File: src/rtl/cache_pkg.sv
// Shared state encoding and geometry constants for the data-cache block fill.
package cache_pkg;

    localparam int unsigned BLOCK_WORDS = 8;
    localparam int unsigned WORD_IDX_W  = 3;
    localparam int unsigned BLOCK_OFF_W = 4;

    typedef enum logic [1:0] {
        StIdle = 2'b00,
        StFill = 2'b01
    } fill_state_e;

    // Word index within the block, wrapping so a fill never carries into the tag.
    function automatic logic [WORD_IDX_W-1:0] word_index(input logic [WORD_IDX_W-1:0] start,
                                                         input logic [WORD_IDX_W-1:0] offset);
        return start + offset;
    endfunction

endpackage

File: src/rtl/fill_word_counter.sv
// Per-fill word counter: clears at the start of a fill, counts up to LIMIT and holds there.
module fill_word_counter #(
    parameter int unsigned LIMIT = 8
) (
    input  logic       clk,
    input  logic       rst,
    input  logic       clr,
    input  logic       en,
    output logic [3:0] count,
    output logic       done
);

    logic [3:0] count_q;

    always_ff @(posedge clk) begin
        if (rst || clr) begin
            count_q <= '0;
        end else if (en && !done) begin
            count_q <= count_q + 4'd1;
        end
    end

    assign count = count_q;
    assign done  = (count_q == 4'(LIMIT));

endmodule

File: src/rtl/data_cache_fill_fsm.sv
// Data-cache miss fill: requests one block word per cycle and writes returned words back.
// Define CACHE_FILL_CWF_EN to fetch the critical (missing) word first.
module data_cache_fill_fsm #(
    parameter int unsigned BLOCK_WORDS = 8,
    parameter int unsigned ADDR_W      = 16
) (
    input  logic              clk,
    input  logic              rst,
    input  logic              miss_detected,
    input  logic [ADDR_W-1:0] miss_address,
    input  logic              memory_data_valid,
    output logic              fsm_busy,
    output logic              mem_req,
    output logic [ADDR_W-1:0] memory_address,
    output logic              write_data_array,
    output logic [ADDR_W-1:0] fill_word_addr,
    output logic              write_tag_array
);

    import cache_pkg::*;

    localparam int unsigned TAG_W = ADDR_W - BLOCK_OFF_W;

    fill_state_e           state_q;
    logic [TAG_W-1:0]      base_q;
    logic [WORD_IDX_W-1:0] start_q;
    logic [WORD_IDX_W-1:0] start_d;
    logic [WORD_IDX_W-1:0] req_idx;
    logic [WORD_IDX_W-1:0] rsp_idx;
    logic [3:0]            req_cnt;
    logic [3:0]            rsp_cnt;
    logic                  req_done;
    logic                  rsp_done;
    logic                  accept;
    logic                  req_en;
    logic                  rsp_en;
    logic                  last_rsp;
    logic                  unused_addr_lsbs;

`ifdef CACHE_FILL_CWF_EN
    assign start_d = miss_address[BLOCK_OFF_W-1:1];
`else
    assign start_d = '0;
`endif

    assign unused_addr_lsbs = ^miss_address[BLOCK_OFF_W-1:0];

    assign accept   = (state_q == StIdle) && miss_detected;
    assign req_en   = (state_q == StFill) && !req_done;
    assign rsp_en   = (state_q == StFill) && memory_data_valid && !rsp_done;
    assign last_rsp = rsp_en && (rsp_cnt == 4'(BLOCK_WORDS - 1));

    assign req_idx = word_index(start_q, req_cnt[WORD_IDX_W-1:0]);
    assign rsp_idx = word_index(start_q, rsp_cnt[WORD_IDX_W-1:0]);

    fill_word_counter #(
        .LIMIT (BLOCK_WORDS)
    ) u_req_cnt (
        .clk   (clk),
        .rst   (rst),
        .clr   (accept),
        .en    (req_en),
        .count (req_cnt),
        .done  (req_done)
    );

    fill_word_counter #(
        .LIMIT (BLOCK_WORDS)
    ) u_rsp_cnt (
        .clk   (clk),
        .rst   (rst),
        .clr   (accept),
        .en    (rsp_en),
        .count (rsp_cnt),
        .done  (rsp_done)
    );

    always_ff @(posedge clk) begin
        if (rst) begin
            state_q <= StIdle;
            base_q  <= '0;
            start_q <= '0;
        end else begin
            case (state_q)
                StIdle: begin
                    if (miss_detected) begin
                        base_q  <= miss_address[ADDR_W-1:BLOCK_OFF_W];
                        start_q <= start_d;
                        state_q <= StFill;
                    end
                end
                StFill: begin
                    if (last_rsp) begin
                        state_q <= StIdle;
                    end
                end
                default: state_q <= StIdle;
            endcase
            // A response must always belong to a request already issued (or issued now).
            if ((state_q == StFill) && memory_data_valid) begin
                assert (rsp_cnt < req_cnt + {3'b000, req_en});
            end
        end
    end

    // Stall and strobes respond in the same cycle; everything is forced low while in reset.
    always_comb begin
        fsm_busy         = 1'b0;
        mem_req          = 1'b0;
        write_data_array = 1'b0;
        write_tag_array  = 1'b0;
        memory_address   = '0;
        fill_word_addr   = '0;
        if (!rst) begin
            fsm_busy         = (state_q == StFill) || miss_detected;
            mem_req          = req_en;
            write_data_array = rsp_en;
            write_tag_array  = last_rsp;
            memory_address   = {base_q, req_idx, 1'b0};
            fill_word_addr   = {base_q, rsp_idx, 1'b0};
        end
    end

endmodule

File: config.mk
export PLATFORM = sky130hd
export DESIGN_NAME = data_cache_fill_fsm
export DESIGN_NICKNAME = d
export VERILOG_FILES = /design/src/rtl/cache_pkg.sv /design/src/rtl/fill_word_counter.sv /design/src/rtl/data_cache_fill_fsm.sv
export SDC_FILE = /design/constraint.sdc
export NUM_CORES = 1
export LEC_CHECK = 0
export BUFFER_PORTS_ARGS = -buffer_cell sky130_fd_sc_hd__buf_2
export CAP_MARGIN = 10
export CORE_ASPECT_RATIO = 1.75
export CORE_MARGIN = 2
export CORE_UTILIZATION = 46
export DETAILED_ROUTE_END_ITERATION = 6
export PLACE_DENSITY = 0.84
export SETUP_SLACK_MARGIN = 0.05
export SLEW_MARGIN = 25
export SYNTH_ARGS = -nofsm -noshare
export SYNTH_HDL_FRONTEND = slang
export SYNTH_HIERARCHICAL = 1
export SYNTH_SLANG_ARGS = --single-unit
File: constraint.sdc
create_clock -name clk -period 2.33 [get_ports clk]
set_input_delay 0.3495 -clock clk [delete_from_list [all_inputs] [get_ports clk]]
set_output_delay 0.3495 -clock clk [all_outputs]
set_load 0.01 [all_outputs]
* Word level (Yosys, flattened, before mapping)
Index checks and enable logic that the tools add are counted.
Word-level totals: register bits 22, input bits 20, output and inout bits 36
Cells by class: add/sub/neg operators 2, equal/unequal tests 6, multiplexer cells 9, reduce and logical (&&, ||, !) cells 14
Operators with widths (count):
- 16-bit two-way mux | 2
- 4-bit by 1-bit adder with 4-bit output (second input constant) | 2
- 4-bit equality test (second input constant) | 2
- 1-bit logical AND | 7
- 4-bit by 3-bit equality test with 1-bit output (second input constant) | 1
- 1-bit two-way mux | 4
- 2-bit two-way mux | 2
- 2-bit != test (second input constant) | 2
- 2-bit one-hot mux with 2 select lines | 1
- 2-bit AND reduction | 2
- 2-bit by 1-bit equality test with 1-bit output (second input constant) | 1
- 1-bit zero test | 2
- 2-bit zero test | 1
- 1-bit logical OR | 2

* Longest topological paths before layout
depth after elaboration 6, depth in mapped cells 9, gate-level depth less buffers 9

* By module
The synthesis kept the hierarchy.
Modules (own cells, without submodules):
- data_cache_fill_fsm | times used 1, cells an instance 100, area each 795.8 um^2, sequential area each 260.2 um^2
- fill_word_counter | times used 2, cells an instance 25, area each 224.0 um^2, sequential area each 80.1 um^2

* Worst setup path before layout
No wires, ideal clock.
path kind register -> register, start point register u_rsp_cnt.count_q[0], in the netlist u_rsp_cnt/count[0], end point register u_rsp_cnt.count_q[2], in the netlist u_rsp_cnt/count[2], data arrival time 1618 ps, setup slack 646 ps, stages on the path, launching flop included 10, period minus slack after synthesis 1684 ps, cell sequence dfxtp_1 > inv_1 > ha_1 > nand3b_4 > inv_2 > or2_4 > inv_1 > nand2_1 > or3_1 > a21boi_2
On the way: word-level cells in the longest chain between the ends 4, elaborated cells between the ends (all ways) 5
Ends and longest elaborated chain:
- start: declaration | line fill_word_counter.sv:13 | logic [3:0] count_q;
- start signal: assignment | line fill_word_counter.sv:19 | count_q <= count_q + 4'd1;
- 4-bit equality test | line fill_word_counter.sv:24 | assign done = (count_q == 4'(LIMIT));
- net rsp_done | line data_cache_fill_fsm.sv:33 | logic rsp_done;
- 1-bit zero test | line data_cache_fill_fsm.sv:50 | assign rsp_en = (state_q == StFill) && memory_data_valid && !rsp_done;
- 1-bit logical AND | line data_cache_fill_fsm.sv:50
- net rsp_en | line data_cache_fill_fsm.sv:36 | logic rsp_en;
- 1-bit logical AND | line fill_word_counter.sv:18 | end else if (en && !done) begin
The timed path passes the listed nets, and every way through them passes these cells. A chain may end at the register's enable or synchronous reset.

* Final worst setup path
start point register u_req_cnt.count_q[0], in the netlist u_req_cnt/count[0], end point output mem_req
On the way: word-level cells in the longest chain between the ends 4
Ends and longest elaborated chain:
- start: declaration | line fill_word_counter.sv:13
- start signal: assignment | line fill_word_counter.sv:19
- 4-bit equality test | line fill_word_counter.sv:24
- net req_done | line data_cache_fill_fsm.sv:32 | logic req_done;
- 1-bit zero test | line data_cache_fill_fsm.sv:49 | assign req_en = (state_q == StFill) && !req_done;
- 1-bit logical AND | line data_cache_fill_fsm.sv:49
- net req_en | line data_cache_fill_fsm.sv:35 | logic req_en;
- 1-bit two-way mux | line data_cache_fill_fsm.sv:114 | if (!rst) begin
- end: declaration | line data_cache_fill_fsm.sv:13 | output logic mem_req,
The timed path passes the listed nets, and every way through them passes these cells.

==> impl_metrics.tcl <==
set metrics [dict create \
    status "finished, final reports clean" \
    ir_drop_mv 0.316 \
    crit_fanout 6 \
    num_rows 25 \
    start_kind "flip-flop" \
    arrival_ps 1730 \
    drv_cap 0 \
    switchingPower_mw 0.188 \
    grt-ovfl-total 0 \
    grt_start_max_net_pins 35 \
    drt-initial-drc-count 8 \
    synth.most_common_cell "nand2_1" \
    skew_ps 2.08 \
    slew_headroom 0.559 \
    dpl.hpwl_um 1740 \
    place_congestion 0.715 \
    min_path_type "in2reg" \
    synth_seq_cells 21 \
    synth_area_leader_cell "dfxtp_1" \
    nNetsFinal 212 \
    io_pins 56 \
    fmax_mhz 481 \
    ys.flop_type "dfxtp_1" \
    coreArea_mm2 0.00263 \
    synth.cell_area_mm2 0.00124 \
    sw_frac_of_total 0.256 \
    syn-instance-count 150 \
    routed_wl_um 2290 \
    synth.avg_cell_area_um2 8.29 \
    crit_path_end_kind "output port" \
    tightestPinTransition_ps 661 \
    dieArea_mm2 0.00315 \
    yosysTopAreaCellShare 0.338 \
    grt_pass1_vias 919 \
    slew_viol_final 0 \
    clock_tree.buffer_depth 2 \
    dieWidth_um 43.3 \
    sequentialPowerShare 0.522 \
    synth_edf_count 0 \
    finalHoldViolCount 0 \
    drive_gt1_frac 0.401 \
    vias_per_cell 4.74 \
    die_y_um 72.8 \
    synth_cell_types 29 \
    cts_setup_buffers 0 \
    cts_sinks 21 \
    diodes 0 \
    fin_crit_sh 0.893 \
    p_int_mw 0.546 \
    cts-root-buf "clkbuf_8" \
    floorplan.initialDensity 0.473 \
    power_density_mw_per_mm2 508 \
    cp_data_required_time_ps 1980 \
    numPortBuffers 49 \
    wl_per_cell_um 10.7 \
    path_class "reg2out" \
    ant_nets 0 \
    htree_levels 1 \
    rsz0062_at_grt "no" \
    drtPass1Iterations 3 \
    cts_resized 0 \
    async_flop_share 0 \
    p_comb_frac 0.161 \
    fin_crit_ps 2080 \
    seq_area_frac_synth 0.338 \
    synth_common_cells "nand2_1, dfxtp_1, nor2b_1" \
    yosys-top-cells-area "dfxtp_1, nor2b_1, buf_4" \
    grt_antenna_before_repair 0 \
    p_clk_frac 0.317 \
    tns_ps 0 \
    setup_viol 0 \
    nFillCells 260 \
    postCtsHoldBufs 0 \
    leakage_nw 0.685 \
    via_count 1014 \
    grt_pass1_wl_um 3840 \
    route.detailed.drc 0 \
    synth_warnings 6 \
    synthToLayoutAreaGrowth_pct 16.1 \
    cts_tree "built" \
    cts_made_buffers 3 \
    final_util 0.550 \
    clkSlewWorstSetupHoldPaths_ps 70 \
    grt_usage 0.160 \
    clk_latency_ps 260 \
]
power groups by stage:
| stage | Combinational (mW) | Sequential (mW) | Clock, mW |
|---|---|---|---|
| after global placement | 0.118 | 0.391 | 0 |
| after CTS | 0.120 | 0.383 | 0.239 |
| final | 0.118 | 0.383 | 0.233 |
| after detailed placement | 0.120 | 0.392 | 0 |
| after floorplan | 0.0940 | 0.389 | 0 |
| after global routing | 0.133 | 0.386 | 0.251 |
registers in the layout, summed over array words and instances (netlist names):
register,count
u_rsp_cnt/count,4
state_q,1
base_q,12
u_req_cnt/count,4
final cells by class:
class	instances	area, um2	area share
Clock buffer	4	45.0	0.0312
Inverter	10	40.0	0.0277
Multi-Input combinational cell	101	644	0.446
Sequential cell	21	420	0.291
Tap cell	27	33.8	0.0234
Timing Repair Buffer	51	260	0.180
worst max-delay path, cell delays in order (launching register included):
cell and delay, ps:
dfxtp_1 400, inv_1 80, ha_1 230, nand3b_4 90, inv_2 50, nor2b_1 300
nor2b_1 170, buf_2 140
through the flow:
stage	cell area, um2	setup slack, ps	hold slack [ps]	power, mW	std cells
final	1440	250	326	0.734	214
after global routing	1440	100	325	0.769	214
after CTS	1440	241	323	0.742	214
after detailed placement	1400	485	442	0.511	210
after global placement	1400	531	438	0.508	210
after floorplan	1250	646	426	0.483	151
worst paths after layout:
kind	slack [ps]	cells after the start	startpoint	end
max	250	7	u_req_cnt/count[0]	mem_req
min	330	3	miss_address[7]	base_q[3]
max reg2reg	480	9	u_rsp_cnt/count[0]	u_rsp_cnt/count[2]
min reg2reg	450	2	base_q[3]	base_q[3]
layout by cell type (no fill, tap or decap), types with 2 or more instances in the layout:
master	Yosys	layout
a21oi_2	10	10
a21oi_1	2	2
inv_2	2	2
ha_1	4	4
o21ai_0	4	4
or3_1	2	2
clkbuf_8	0	3
nand4_1	2	2
inv_1	7	7
xor2_1	2	2
buf_4	14	2
a21boi_2	2	2
nor2b_1	20	20
nor3_1	2	2
a21boi_0	4	4
dfxtp_1	21	21
buf_2	3	49
nor2_1	5	5
conb_1	1	2
nand3_1	4	4
nand3b_4	2	2
nand2_1	28	28
cells by family after synthesis:
kind of cell | share of synthesized area
adders and majority gates | 0.0402
DFF | 0.338
other | 0.00302
AOI/OAI and AO/OA | 0.143
xor gates and xnor gates | 0.0141
and+or+nand+nor | 0.315
buffers and inverters | 0.147
metal layers:
metal / GRT usage / routed length, um / vias to the layer above
met2: 0.287 / 1250 / 13
li1: - / - / 536
met4: 0.101 / 54 / 0
met1: 0.169 / 930 / 461
met3: 0.0223 / 48 / 4
met5: 0 / 0 / -
Note: power is estimated with default switching activity, not from simulation.
